### config.mk
export PLATFORM = sky130hd
export DESIGN_NAME = pipe_adder
export DESIGN_NICKNAME = d
export VERILOG_FILES = /design/src/rtl/pipe_adder_pkg.sv /design/src/rtl/pipe_adder_stage.sv /design/src/rtl/pipe_adder.sv
export SDC_FILE = /design/constraint.sdc
export NUM_CORES = 1
export LEC_CHECK = 0
export ABC_AREA = 1
export ABC_CLOCK_PERIOD_IN_PS = 4550
export CORE_MARGIN = 8
export CORE_UTILIZATION = 65
export CTS_BUF_LIST = sky130_fd_sc_hd__clkbuf_8
export CTS_CLUSTER_DIAMETER = 200
export DETAILED_ROUTE_END_ITERATION = 6
export DONT_BUFFER_PORTS = 1
export GPL_TIMING_DRIVEN = 0
export PLACE_DENSITY = 0.81
export RECOVER_POWER = 25
export SETUP_SLACK_MARGIN = 0.2
export SLEW_MARGIN = 20
export SYNTH_ARGS = -nofsm -noshare
export SYNTH_HDL_FRONTEND = slang
export SYNTH_SLANG_ARGS = --single-unit
### constraint.sdc
create_clock -name clk -period 4.55 [get_ports clk]
set_clock_uncertainty 0.05 [all_clocks]
set_input_delay 0.2275 -clock clk [delete_from_list [all_inputs] [get_ports clk]]
set_output_delay 0.2275 -clock clk [all_outputs]
set_load 0.05 [all_outputs]
### src/rtl/pipe_adder_pkg.sv
// Shared encodings and width helpers for the pipelined adder.
package pipe_adder_pkg;

    localparam logic OP_ADD = 1'b0;
    localparam logic OP_ACC = 1'b1;

    // Packed width of one stage payload {sum[width:0], ovf}.
    function automatic int unsigned payload_w(int unsigned width);
        return width + 2;
    endfunction

endpackage

### src/rtl/pipe_adder_stage.sv
// One valid/ready register slice; accepts whenever empty or draining downstream.
module pipe_adder_stage #(
    parameter int unsigned W = 10
) (
    input  logic         clk_i,
    input  logic         rst_ni,
    input  logic         in_valid_i,
    output logic         in_ready_o,
    input  logic [W-1:0] in_data_i,
    output logic         out_valid_o,
    input  logic         out_ready_i,
    output logic [W-1:0] out_data_o
);

    logic         valid_q, valid_d;
    logic [W-1:0] data_q, data_d;

    assign in_ready_o  = !valid_q || out_ready_i;
    assign out_valid_o = valid_q;
    assign out_data_o  = data_q;

    always_comb begin
        valid_d = valid_q;
        data_d  = data_q;
        if (in_ready_o) begin
            valid_d = in_valid_i;
            // Payload only moves on a real transfer so it stays put across bubbles.
            if (in_valid_i) begin
                data_d = in_data_i;
            end
        end
    end

    always_ff @(posedge clk_i or negedge rst_ni) begin
        if (!rst_ni) begin
            valid_q <= 1'b0;
            data_q  <= '0;
        end else begin
            valid_q <= valid_d;
            data_q  <= data_d;
        end
    end

endmodule

### src/rtl/pipe_adder.sv
// Pipelined streaming adder with ADD/ACC ops, optional ACC saturation and an output counter.
module pipe_adder
    import pipe_adder_pkg::*;
#(
    parameter int unsigned WIDTH  = 8,
    parameter int unsigned STAGES = 2,
    parameter int unsigned SAT    = 0,
    parameter int unsigned CNT_W  = 16
) (
    input  logic             clk,
    input  logic             rst_n,
    input  logic             in_valid,
    output logic             in_ready,
    input  logic             op,
    input  logic             acc_clr,
    input  logic [WIDTH-1:0] a,
    input  logic [WIDTH-1:0] b,
    output logic             out_valid,
    input  logic             out_ready,
    output logic [WIDTH:0]   sum,
    output logic             ovf,
    output logic [CNT_W-1:0] out_count
);

    typedef struct packed {
        logic [WIDTH:0] sum;
        logic           ovf;
    } payload_t;

    localparam int unsigned PW = payload_w(WIDTH);

    logic             accept;
    logic [WIDTH:0]   acc_q, acc_d, acc_base;
    logic [WIDTH+1:0] acc_sum;
    payload_t         res;
    payload_t         out_data;
    logic [CNT_W-1:0] cnt_q, cnt_d;

    always_comb begin
        accept   = in_valid && in_ready;
        acc_base = acc_clr ? '0 : acc_q;
        acc_sum  = {1'b0, acc_base} + {2'b00, a};
        res      = '0;
        if (op == OP_ACC) begin
            res.ovf = acc_sum[WIDTH+1];
            res.sum = ((SAT != 0) && res.ovf) ? '1 : acc_sum[WIDTH:0];
        end else begin
            res.sum = {1'b0, a} + {1'b0, b};
        end
        // Clear lands whether or not anything is accepted; an ACC accept overrides it.
        acc_d = acc_base;
        if (accept && op == OP_ACC) begin
            acc_d = res.sum;
        end
    end

    always_comb begin
        cnt_d = cnt_q;
        if (out_valid && out_ready) begin
            cnt_d = cnt_q + CNT_W'(1);
        end
    end

    always_ff @(posedge clk or negedge rst_n) begin
        if (!rst_n) begin
            acc_q <= '0;
            cnt_q <= '0;
        end else begin
            acc_q <= acc_d;
            cnt_q <= cnt_d;
        end
    end

    // Each slice owns its link signals so the ready chain stays per-stage.
    for (genvar i = 0; i < STAGES; i++) begin : g_stage
        logic          s_in_valid;
        logic          s_in_ready;
        logic [PW-1:0] s_in_data;
        logic          s_out_valid;
        logic          s_out_ready;
        logic [PW-1:0] s_out_data;

        if (i == 0) begin : g_first
            assign s_in_valid = in_valid;
            assign s_in_data  = res;
        end else begin : g_mid
            assign s_in_valid = g_stage[i-1].s_out_valid;
            assign s_in_data  = g_stage[i-1].s_out_data;
        end

        if (i == STAGES - 1) begin : g_last
            assign s_out_ready = out_ready;
        end else begin : g_inner
            assign s_out_ready = g_stage[i+1].s_in_ready;
        end

        pipe_adder_stage #(
            .W (PW)
        ) u_stage (
            .clk_i       (clk),
            .rst_ni      (rst_n),
            .in_valid_i  (s_in_valid),
            .in_ready_o  (s_in_ready),
            .in_data_i   (s_in_data),
            .out_valid_o (s_out_valid),
            .out_ready_i (s_out_ready),
            .out_data_o  (s_out_data)
        );
    end

    assign in_ready  = g_stage[0].s_in_ready;
    assign out_valid = g_stage[STAGES-1].s_out_valid;
    assign out_data  = g_stage[STAGES-1].s_out_data;
    assign sum       = out_data.sum;
    assign ovf       = out_data.ovf;
    assign out_count = cnt_q;

endmodule

# Word level (Yosys, flattened, before mapping)
# Cells that the tools add are included.
# W data, S select, Z words.
# word_totals
reg_bits	47
latchBits	0
mem_bits_rw	0
rom_bits	0
in_bits	22
out_inout_bits	28
elab_cells	22
memories	0
# op_classes
addsub	3
n_mul	0
n_div	0
n_lt_le_gt_ge	0
eq_ne	0
n_shift	0
muxes	4
bitwise	0
n_reduce_logical	9
# op_table
cell	n
$mux W9	3
$add A16 B1 Y16 const B	1
$add A9 B8 Y10	1
$add A8 B8 Y9	1
$reduce_and A2 Y1	2
$logic_and A1 B1 Y1	3
$logic_not A1 Y1	2
$logic_or A1 B1 Y1	2
$mux W1	1

# Longest topological paths before layout
# depth
ltp_word	6
mapped_depth	15
ltp_nobuf	15

# Cells and area by module
# From an unflattened synthesis, not the netlist that was laid out.
# unflattened
cells_unflattened	383
hier_area_um2	2961.6
# modules_own_cells
module	n_inst	cells_per_inst	area_per_inst_um2
pipe_adder	1	287	2050.7
pipe_adder_stage	2	48	455.4

# Worst setup path after synthesis
# No wires, ideal clock.
# synth_timing
kind	reg2reg
startpoint	reg g_stage[1].u_stage.valid_q
endpoint	reg acc_q[4]
setup_time_ns	0.063
t_arrival_ns	1.960
slack_ns	2.477
stages_incl_launch_ff	7
n_path_buf	0
synth_period_minus_slack_ns	2.073
path_cell_list	dfrtp_1 nand3_1 nand2_1 clkinv_1 nand4_1 o21ai_0 inv_1
# synth_via
elab_chain_cells	6
# synth_rtl
item	line_no	rtl
start: declaration	pipe_adder_stage.sv:15	logic valid_q, valid_d;
start signal: assignment	pipe_adder_stage.sv:39	valid_q <= valid_d;
$logic_not A1 Y1	pipe_adder_stage.sv:18	assign in_ready_o = !valid_q || out_ready_i;
$logic_or A1 B1 Y1 (2 in a row)	pipe_adder_stage.sv:18	
net in_ready	pipe_adder.sv:13	output logic in_ready,
$logic_and A1 B1 Y1	pipe_adder.sv:40	accept = in_valid && in_ready;
$logic_and A1 B1 Y1	pipe_adder.sv:52	if (accept && op == OP_ACC) begin
$mux W9	pipe_adder.sv:52	
net acc_d[4]	pipe_adder.sv:33	logic [WIDTH:0] acc_q, acc_d, acc_base;
end signal: assignment	pipe_adder.sv:66	acc_q <= '0;
end signal: assignment	pipe_adder.sv:69	acc_q <= acc_d;
end: declaration	pipe_adder.sv:33	
# The timed path passes the listed nets, and every way through them passes these cells.
# A chain may end at the register's enable or synchronous reset.

==> results by group <==
Status
  • Result of the run: finished with violations
  • Failing checks: capacitance limit, slew limit

CTS
  • CTS max path bufs: 2
  • Clock H-tree levels: 2
  • Cts bufs inserted: 5
  • Clock Latency Late Sink: 300 ps
  • CTS-repair resized insts: 0
  • CTS clk-pin slew, worst paths: 80 ps
  • CTS tree: built
  • CTS sink count: 47
  • CTS root buffer: clkbuf_8

Cells and area
  • Antenna diode count: 0
  • Nets: 411
  • Post-layout instance area: 3010 sq um
  • Area Overhead vs Synth: 6.89%
  • Utilization after layout: 0.706
  • Share of post-route cells with drive strength above 1: 0.0782

Min path
  • Hold depth: 3
  • Hold_sp: out_ready
  • Min-delay worst type: input port to register
  • Worst hold endpoint: g_stage[1].u_stage.out_valid_o

Logic synthesis
  • Main flop type after synthesis: dfrtp_1
  • Top-area cell type share of the netlist area: 0.418
  • Post-synth top area cell: dfrtp_1
  • Avg Cell Area, Syn: 7.80 sq um
  • Gate Count Post-Synth: 361
  • Compound-gate portion of the synthesized area: 0.0307
  • Mux cell area share after synthesis: 0.0320
  • Post-Synth Simple-Gate Area: 0.311
  • Main combinational cell family by area after synthesis: simple AND/OR/NAND/NOR gates
  • YS warnings: 0
  • Ys async rst share: 1.00
  • Post-synthesis adder-cell area fraction: 0.0897
  • Synthesized area: 2820 sq um
  • Yosys cell types: 29
  • Net count after synthesis: 402
  • Post-synth EDFFs: 0
  • Xor and xnor area share after synthesis: 0.0435
  • Synth Register Bits: 47
  • Synth area leaders: dfrtp_1 (42%), nand2_1 (17%), ha_1 (7.6%)
  • Sequential-to-total area share from yosys stat: 0.418

Route
  • Iteration-0 DRC Markers: 78
  • WL final: 5880 um
  • DR pass1 iterations: 6
  • Number of vias per cell: 5.31
  • Post-route ant nets: 0
  • DRC viols: 0
  • Wirelength per Cell: 13.9 um
  • Via count: 2246

GRT
  • Vias in the first global route: 2288
  • Initial antenna violation count: 0
  • Grt ovf: 0
  • First-pass GRT wire length: 10200 um
  • Global-route usage over all layers: 0.190
  • Largest net degree at the start of global routing: 48

Power
  • Pwr Total: 0.00134 W
  • PwrDens: 447 nW/um^2
  • Static Leak: 1.65 nW
  • Peak supply drop: 0.189 mV

Setup path
  • Delay-heaviest family, CP: buffers and inverters
  • Worst reg-to-reg path cell count: 6
  • Crit Path Max Fanout: 47
  • Reg2Reg Setup Slack: 2170 ps
  • Reg2reg start: g_stage[1].u_stage.out_valid_o
  • WS Path Type: input port to async pin
  • Critical path buffers and inverters: 2
  • Crit path cell chain: dlygate4sd3_1 -> clkbuf_1
  • CP Data Arrival Time: 2510 ps
  • Crit path required time: 4400 ps
  • Slowest stage cell, crit path: clkbuf_1
  • Critical Path Sink Type: async pin
  • Startpoint types: input port
  • Worst reg2reg endpoint: acc_q[4]
  • Max incr delay on CP: 1730 ps

Die
  • Die height: 81.8 um
  • Num rows: 24
  • Die ar.: 6700 sq um
  • Starting Density: 0.661
  • Die Width: 81.8 um
  • Core ar.: 4260 sq um
  • IO Count: 50

STA
  • Fmax: 376 MHz
  • Final setup vio count: 0
  • Setup_tns: 0 ps
  • Hold slack: 62.6 ps
  • Slew HR: -0.615
  • Slew of the pin with the lowest slew margin: 2420 ps
  • Final Hold Viols: 0
  • Crit share post-route: 0.584
  • Tmin final: 2660 ps
  • Unrepaired setup endpoints after global routing: no
  • Pins Over Slew Limit: 48

Placed design
  • Placer congestion estimate: 0.827
  • Number of port buffers: 0
  • Hpwl dp: 4660 um
  • Placed inst area: 2880 sq um

Job
  • Maxcap violations: 1
-- power breakdown --
group          switching [W]  internal, W  total [W]  leakage, nW
Sequential          0.000280     0.000497   0.000777        0.596
Clock               0.000141     0.000165   0.000307       0.0548
Combinational       0.000155     0.000105   0.000261         1.00
-- flip-flops by register name, indices dropped and copies added (netlist names) --
register / flops
acc_q: 9
g_stage.u_stage.out_data_o: 20
g_stage.u_stage.out_valid_o: 2
out_count: 16
-- per-stage QoR --
stage | instances | setup slack, ps
global placement | 413 | 2240
floorplan | 361 | 2480
detailed placement | 413 | 2220
global route | 423 | 1360
CTS | 423 | 2170
finish | 423 | 1890
-- how the worst max path moves through the flow --
| stage | start | end | slack, ps | cells past startpoint |
|---|---|---|---|---|
| 3_3_place_gp | g_stage[1].u_stage.out_valid_o | acc_q[4] | 2240 | 6 |
| 4_1_cts | g_stage[1].u_stage.out_valid_o | g_stage[0].u_stage.out_data_o[6] | 2170 | 5 |
| 2_1_floorplan | g_stage[1].u_stage.out_valid_o | acc_q[4] | 2480 | 6 |
| 5_1_grt | rst_n | acc_q[3] | 1360 | 2 |
| 3_5_place_dp | g_stage[1].u_stage.out_valid_o | acc_q[4] | 2220 | 6 |
| 6_report | rst_n | g_stage[0].u_stage.out_data_o[3] | 1890 | 2 |
-- synthesized netlist by cell type, types with 2 or more instances --
library cell / instances
or2_2: 3
clkbuf_1: 3
nand3_1: 30
inv_1: 48
fa_1: 2
nand4_1: 2
a21oi_1: 6
nor2_1: 23
xnor2_1: 7
or2_1: 2
nand2_1: 124
nand2_2: 2
nor3_1: 2
o21ai_0: 10
mux2_2: 8
buf_2: 2
clkinv_1: 2
dfrtp_1: 47
nand3b_1: 6
ha_1: 17
xor2_1: 7
-- area by class of cell --
cell class	instances	area (sq um)
well taps	52	65.1
clock buffers	5	68.8
fillers	343	1250
flip-flops and latches	47	1180
inverters	51	191
plain buffers	5	21.3
repair buffers	2	13.8
multi-input cells	258	1430
clock inverters	3	46.3
-- placed cells by master, fill, tap and decap left out, types with 2 or more instances in the layout --
master,synthesis,final
nand2_1,124,124
inv_1,48,48
dfrtp_1,47,47
nand3_1,30,30
nor2_1,23,23
ha_1,17,17
o21ai_0,10,10
mux2_2,8,8
xor2_1,7,7
xnor2_1,7,7
a21oi_1,6,6
nand3b_1,6,6
clkbuf_8,0,5
clkbuf_1,3,4
or2_2,3,3
clkinv_1,2,2
buf_2,2,2
or2_1,2,2
nand4_1,2,2
nand2_2,2,2
nor3_1,2,2
fa_1,2,2
-- what timing repair did --
action	CTS	global route
setup buffers	0	0
hold endpoints to repair	47	0
hold buffers	2	0
-- per-layer routing --
| metal | wire length [um] | track usage | up-vias |
|---|---|---|---|
| met2 | 2830 | 0.314 | 61 |
| met5 | 0 | 0 | - |
| met3 | 364 | 0.0328 | 10 |
| met1 | 2610 | 0.248 | 1023 |
| met4 | 80 | 0.0596 | 0 |
| li1 | - | - | 1152 |
-- cells by family (layout without fill, tap and decap cells) --
logic type,after synthesis,after routing
AOI/OAI and AO/OA,17,17
buffers and inverters,56,66
adders and majority gates,19,19
xor gates and xnor gates,14,14
muxes,8,8
DFF,47,47
and+or+nand+nor,200,200
No activity file was read; power rests on OpenSTA's default activity.
